===== config.mk =====
export PLATFORM = sky130hd
export DESIGN_NAME = fc_neuron_scheduler
export DESIGN_NICKNAME = d
export VERILOG_FILES = /design/src/rtl/fc_neuron_scheduler.sv
export SDC_FILE = /design/constraint.sdc
export NUM_CORES = 2
export LEC_CHECK = 0
export CORE_ASPECT_RATIO = 0.75
export CORE_UTILIZATION = 45
export CTS_BUF_LIST = sky130_fd_sc_hd__clkbuf_4
export DETAILED_ROUTE_END_ITERATION = 8
export PLACE_DENSITY_LB_ADDON = 0.08
export SLEW_MARGIN = 5
export SYNTH_ARGS = -nofsm -noshare
export SYNTH_HDL_FRONTEND = slang
export SYNTH_SLANG_ARGS = --single-unit

===== constraint.sdc =====
create_clock -name clk -period 26 [get_ports clk]
set_input_delay 5.2 -clock clk [delete_from_list [all_inputs] [get_ports clk]]
set_output_delay 5.2 -clock clk [all_outputs]
set_load 0.05 [all_outputs]

===== src/rtl/fc_neuron_scheduler.sv =====
// fc_neuron_scheduler
//   Sequences one fully-connected layer pass over pre-loaded data, weight and
//   bias RAMs. Each RUN cycle issues a pair of dual-port reads (data and
//   weight), the returned pair is multiplied and accumulated one cycle later,
//   and at the end of each neuron the bias is added, the result saturated
//   and offered on a valid/ready output.
//
// Ports
//   clk, nreset            clock, synchronous active-low reset
//   start                  begin a layer pass (sampled only in IDLE)
//   busy, done             busy while not IDLE; done pulses after last accept
//   re_data, addr_data_*   data RAM read enable / port A,B addresses
//   re_weight, addr_weight_* weight RAM read enable / port A,B addresses
//   re_bias, addr_bias     bias RAM read enable / address
//   rdata_*                RAM read data, valid one cycle after the read
//   out_data, out_index    saturated neuron result and its neuron index
//   out_valid, out_ready   result handshake
module fc_neuron_scheduler #(
  parameter  int DWIDTH = 16,
  parameter  int IN_LEN = 16,
  parameter  int OUT    = 10,
  parameter  int ACC_W  = 40,
  parameter  int FRAC   = 8,
  localparam int AW_D   = $clog2(IN_LEN),
  localparam int AW_W   = $clog2(IN_LEN * OUT),
  localparam int AW_B   = (OUT > 1) ? $clog2(OUT) : 1
) (
  input  logic                     clk,
  input  logic                     nreset,
  input  logic                     start,
  output logic                     busy,
  output logic                     done,
  output logic                     re_data,
  output logic [AW_D-1:0]          addr_data_a,
  output logic [AW_D-1:0]          addr_data_b,
  output logic                     re_weight,
  output logic [AW_W-1:0]          addr_weight_a,
  output logic [AW_W-1:0]          addr_weight_b,
  output logic                     re_bias,
  output logic [AW_B-1:0]          addr_bias,
  input  logic signed [DWIDTH-1:0] rdata_data_a,
  input  logic signed [DWIDTH-1:0] rdata_data_b,
  input  logic signed [DWIDTH-1:0] rdata_weight_a,
  input  logic signed [DWIDTH-1:0] rdata_weight_b,
  input  logic signed [DWIDTH-1:0] rdata_bias,
  output logic signed [DWIDTH-1:0] out_data,
  output logic [AW_B-1:0]          out_index,
  output logic                     out_valid,
  input  logic                     out_ready
);

  localparam int P  = IN_LEN / 2;
  localparam int KW = (P > 1) ? $clog2(P) : 1;
  localparam int PW = 2 * DWIDTH;

  typedef enum logic [2:0] {
    S_IDLE,
    S_RUN,
    S_LAST,
    S_FINISH,
    S_OUT
  } state_t;

  state_t          state_q, state_d;
  logic [KW-1:0]   k_q, k_d;
  logic [AW_B-1:0] n_q, n_d;
  logic            acc_clr;
  logic            issue;
  logic            bias_issue;
  logic            done_d;

  logic [AW_D-1:0] addr_data_a_d, addr_data_b_d;
  logic [AW_W-1:0] addr_weight_a_d, addr_weight_b_d;
  int              wbase;

  logic                     vld_p1;
  logic signed [ACC_W-1:0]  acc_p1;
  logic signed [DWIDTH-1:0] bias_p1;

  logic signed [PW-1:0]     prod_a, prod_b;
  logic signed [ACC_W-1:0]  pair_sum;
  logic signed [ACC_W-1:0]  acc_sh;
  logic signed [ACC_W:0]    biased;

  // Clamp an ACC_W+1 bit value into the signed DWIDTH output range.
  function automatic logic signed [DWIDTH-1:0] sat_out(input logic signed [ACC_W:0] v);
    localparam logic signed [ACC_W:0] MAXV = {{(ACC_W-DWIDTH+2){1'b0}}, {(DWIDTH-1){1'b1}}};
    localparam logic signed [ACC_W:0] MINV = {{(ACC_W-DWIDTH+2){1'b1}}, {(DWIDTH-1){1'b0}}};
    if (v > MAXV)
      return {1'b0, {(DWIDTH-1){1'b1}}};
    else if (v < MINV)
      return {1'b1, {(DWIDTH-1){1'b0}}};
    else
      return v[DWIDTH-1:0];
  endfunction

  // Remove FRAC fraction bits (arithmetic) and add the sign-extended bias.
  function automatic logic signed [ACC_W:0] scale_bias(input logic signed [ACC_W-1:0] a,
                                                       input logic signed [DWIDTH-1:0] b);
    logic signed [ACC_W-1:0] sh;
    sh = a >>> FRAC;
    return {sh[ACC_W-1], sh} + {{(ACC_W+1-DWIDTH){b[DWIDTH-1]}}, b};
  endfunction

  always_comb begin
    state_d    = state_q;
    k_d        = k_q;
    n_d        = n_q;
    acc_clr    = 1'b0;
    done_d     = 1'b0;
    case (state_q)
      S_IDLE: begin
        if (start) begin
          state_d = S_RUN;
          k_d     = '0;
          acc_clr = 1'b1;
        end
      end
      S_RUN: begin
        if (k_q == KW'(P - 1))
          state_d = S_LAST;
        else
          k_d = k_q + KW'(1);
      end
      S_LAST:   state_d = S_FINISH;
      S_FINISH: state_d = S_OUT;
      S_OUT: begin
        if (out_valid && out_ready) begin
          if (n_q == AW_B'(OUT - 1)) begin
            done_d  = 1'b1;
            n_d     = '0;
            state_d = S_IDLE;
          end else begin
            n_d     = n_q + AW_B'(1);
            k_d     = '0;
            acc_clr = 1'b1;
            state_d = S_RUN;
          end
        end
      end
      default: state_d = S_IDLE;
    endcase

    // Read requests are registered so they appear in the cycle the FSM is in RUN.
    issue      = (state_d == S_RUN);
    bias_issue = issue && (k_d == KW'(P - 1));

    wbase           = int'(n_d) * IN_LEN + 2 * int'(k_d);
    addr_data_a_d   = AW_D'(2 * int'(k_d));
    addr_data_b_d   = AW_D'(2 * int'(k_d) + 1);
    addr_weight_a_d = AW_W'(wbase);
    addr_weight_b_d = AW_W'(wbase + 1);
  end

  // Stage p0 -> p1: RAM data returned this cycle, form the pair of products.
  always_comb begin
    prod_a   = PW'(rdata_data_a) * PW'(rdata_weight_a);
    prod_b   = PW'(rdata_data_b) * PW'(rdata_weight_b);
    pair_sum = ACC_W'(prod_a) + ACC_W'(prod_b);
    acc_sh   = acc_p1;
    biased   = scale_bias(acc_sh, bias_p1);
  end

  always_ff @(posedge clk) begin
    if (!nreset) begin
      state_q       <= S_IDLE;
      k_q           <= '0;
      n_q           <= '0;
      busy          <= 1'b0;
      done          <= 1'b0;
      re_data       <= 1'b0;
      re_weight     <= 1'b0;
      re_bias       <= 1'b0;
      addr_data_a   <= '0;
      addr_data_b   <= AW_D'(1);
      addr_weight_a <= '0;
      addr_weight_b <= AW_W'(1);
      addr_bias     <= '0;
      vld_p1        <= 1'b0;
      acc_p1        <= '0;
      bias_p1       <= '0;
      out_data      <= '0;
      out_index     <= '0;
      out_valid     <= 1'b0;
    end else begin
      state_q   <= state_d;
      k_q       <= k_d;
      n_q       <= n_d;
      busy      <= (state_d != S_IDLE);
      done      <= done_d;
      re_data   <= issue;
      re_weight <= issue;
      re_bias   <= bias_issue;
      if (issue) begin
        addr_data_a   <= addr_data_a_d;
        addr_data_b   <= addr_data_b_d;
        addr_weight_a <= addr_weight_a_d;
        addr_weight_b <= addr_weight_b_d;
      end
      if (bias_issue)
        addr_bias <= n_d;

      // Stage p1: read data is valid one cycle after the request.
      vld_p1 <= re_data;
      if (acc_clr)
        acc_p1 <= '0;
      else if (vld_p1)
        acc_p1 <= acc_p1 + pair_sum;
      if (state_q == S_LAST)
        bias_p1 <= rdata_bias;

      // Stage p2: scale, bias, saturate and hold until accepted.
      if (state_q == S_FINISH) begin
        out_data  <= sat_out(biased);
        out_index <= n_q;
        out_valid <= 1'b1;
      end else if (out_valid && out_ready) begin
        out_valid <= 1'b0;
      end
    end
  end

endmodule


==> flow_metrics.tcl <==
set metrics [dict create \
    status "completed" \
    synth_compound_area_share_pct 7.08 \
    synth_cell_types 76 \
    final_util_pct 49.4 \
    dieArea_um2 65000 \
    final_common_cell "inv_1" \
    r2r_end "acc_p1[38]" \
    drive_above_1_share_pct 2.17 \
    period_needed_ns 14.33 \
    final_max_slew_viol_count 0 \
    drt_iter0_markers 1028 \
    final_cells 3988 \
    initial_core_util_pct 46.0 \
    dpl_cell_area_um2 30800 \
    routabilityCongestion 0.851 \
    critPathKind "in -> reg" \
    port_buffers 133 \
    routed-via-count 20200 \
    synthXorXnorAreaFrac_pct 2.07 \
    fmax_mhz 69.8 \
    die_h_um 221 \
    synth_edf_count 0 \
    root_buffer "clkbuf_4" \
    yosys_warnings 0 \
    num_antenna_cells 0 \
    areaGrowthSynthToFinish_pct 7.43 \
    ys_ff_latch 103 \
    arrival_ns 14.70 \
    grt_pass1_wl_um 115000 \
    cts_tree "done" \
    syn-instance-count 3089 \
    crit_fanout 23 \
    synth_flop_cell "dfxtp_1" \
    critPathCapture "acc_p1[39]" \
    cts.sinks 103 \
    post-route-period-util_pct 55.1 \
    synth_top_family_by_area "adder cells" \
    clkLatencyLatePin_ns 0.51 \
    wl_per_cell_um 17.1 \
    grt_max_degree 48 \
    syn_area_um2 28800 \
    ios 138 \
    cts_resized 0 \
    critPathLaunch "rdata_weight_a[1]" \
    cts_buffer_depth 2 \
    nFillCells 6042 \
    cts_buffers 9 \
    crit_path_end_kind "flip-flop" \
    setup_violations 0 \
    grtUsageTotal_pct 22.2 \
    finalWirelength_um 68200 \
    ant_nets 0 \
    r2r_cells 25 \
    start_kind "input port" \
    grt_pass1_vias 21900 \
    place_inst 3972 \
    design_area_um2 30900 \
    rsz0062_at_grt "false" \
    r2r-start "acc_p1[9]" \
    layout_common_cells "731 x inv_1, 703 x fa_1, 369 x nand2_1" \
    tightest_slew_ns 1.22 \
    drc 0 \
    htreeDepth 3 \
    fin_skew_ns 0.0317 \
    syn_avg_cell_area_um2 9.32 \
    dp.final_hpwl_um 60600 \
    yosys.area_share.simple_pct 14.0 \
    fp.coreArea_um2 62700 \
    synthAdderAreaFrac_pct 57.0 \
    synth_seq_area_share_pct 7.16 \
    holdBufCountCts 0 \
    min_path_type "reg -> reg" \
    rrSetupSlack_ns 17.92 \
    grt.overflow.total 0 \
    max_slew_margin_pct 18.6 \
    final_nets 4106 \
    setup_tns_ns 0 \
    die_w_um 294 \
    multi_input_area_um2 23500 \
    cts.clk_slew.worst_paths_ns 0.16 \
    grt_antenna_before_repair 1 \
    seq_area_um2 2060 \
    rows 79 \
    crit_required_ns 26.37 \
    muxShareOfSynthArea_pct 1.32 \
    dr.pass1.iters 5 \
    finalHoldViolations 0 \
    vias_per_cell 5.07 \
    post_cts.repair.setup_buffers 0 \
    async_reset_ff_share_pct 0 \
    max_cap_violations 0 \
]
-- cells by family after synthesis --
| group | count (synthesis) |
|---|---|
| and+or+nand+nor | 836 |
| DFF | 103 |
| adders and majority gates | 889 |
| AOI/OAI and AO/OA | 302 |
| xor gates and xnor gates | 68 |
| muxes | 38 |
| buffers and inverters | 851 |
| other | 2 |
-- cells in the mapped netlist (3+ instances only) --
cell	instances	area (um2)
buf_4	19	143
a21oi_2	10	87.6
or2_2	3	18.8
a211o_1	5	43.8
nand2b_1	15	93.8
dfxtp_1	103	2060
or3_1	8	50.1
o31ai_1	5	37.5
o211a_1	4	40.0
o21ai_1	9	45.0
nand3_1	16	80.1
and3_1	15	93.8
a21oi_1	78	390
o21bai_1	9	67.6
a31oi_1	6	37.5
inv_1	731	2740
nor3b_1	3	22.5
mux2i_1	38	380
nand2_1	369	1390
o21a_1	13	97.6
o22ai_1	3	18.8
nor2b_1	22	138
a211oi_1	19	143
buf_1	4	15.0
a21boi_0	21	158
nand4_1	7	43.8
nand3b_1	5	37.5
xnor2_1	46	403
and2_1	215	1350
buf_2	5	25.0
xor2_1	22	193
a31o_2	4	35.0
clkbuf_1	90	338
nor3_1	19	95.1
o21ai_2	9	78.8
a21o_1	29	218
nor2_1	119	447
ha_1	186	2330
nor4_1	7	43.8
fa_1	703	14100
o2111ai_1	3	26.3
o211ai_1	4	30.0
o21ai_0	44	220
-- worst min path at each step --
stage,start,end,slack [ns],depth (start not counted)
6_report,bias_p1[4],bias_p1[4],0.48,2
5_1_grt,k_q[1],k_q[1],0.50,2
4_1_cts,out_data[15],out_data[15],0.48,2
3_5_place_dp,out_data[15],out_data[15],0.46,2
3_3_place_gp,out_index[0],out_index[0],0.45,2
2_1_floorplan,k_q[1],k_q[1],0.44,2
-- per-stage QoR --
| step | hold slack (ns) | setup slack (ns) |
|---|---|---|
| floorplan | 0.440 | 12.81 |
| global route | 0.504 | 11.25 |
| finish | 0.481 | 11.67 |
| CTS | 0.485 | 11.86 |
| detailed placement | 0.463 | 11.31 |
| global placement | 0.453 | 11.41 |
-- worst max-delay path: stages --
cell and delay, ns:
clkdlybuf4s50_1 0.76, and2_1 0.33, inv_1 0.87, fa_1 0.60, fa_1 0.54, inv_1 0.05
fa_1 0.48, inv_1 0.06, fa_1 0.53, inv_1 0.05, fa_1 0.48, fa_1 0.50
fa_1 0.49, inv_1 0.06, fa_1 0.48, inv_1 0.04, ha_1 0.34, a21o_1 0.18
a21o_1 0.19, a2111oi_0 0.60, o31ai_1 0.18, a221oi_1 0.75, o31ai_1 0.25, nand2_1 0.12
nand2_1 0.07, a31oi_1 0.22, and4b_1 0.21, nor4_1 0.04
-- layout make-up --
class / count / share of cell area (%)
tap: 850 / 3.44
timing repair buffer: 150 / 4.72
multi-input combinational: 2137 / 75.9
inverter: 732 / 8.88
sequential: 103 / 6.67
clock inverter: 7 / 0.210
clock buffer: 9 / 0.218
-- sequential cells by signal (all words and copies together), names as in the netlist --
register and cells:
re_weight 1, busy 1, out_data 16, addr_data_b 2
state_q 3, re_bias 1, addr_bias 4, acc_p1 40
n_q 4, vld_p1 1, out_valid 1, done 1
bias_p1 16, out_index 4, addr_weight_b 5, k_q 3
-- per-layer routing --
metal	global-route usage (%)	routed length, um	share of wire [%]
met2	37.3	33900	50
met3	2.08	2100	3.1
met1	32.1	31500	46
met5	0	0	0
met4	2.60	703	1.0
Power is not shown: default switching activity piles up to over one toggle a cycle in this logic, so the estimate is an artifact.
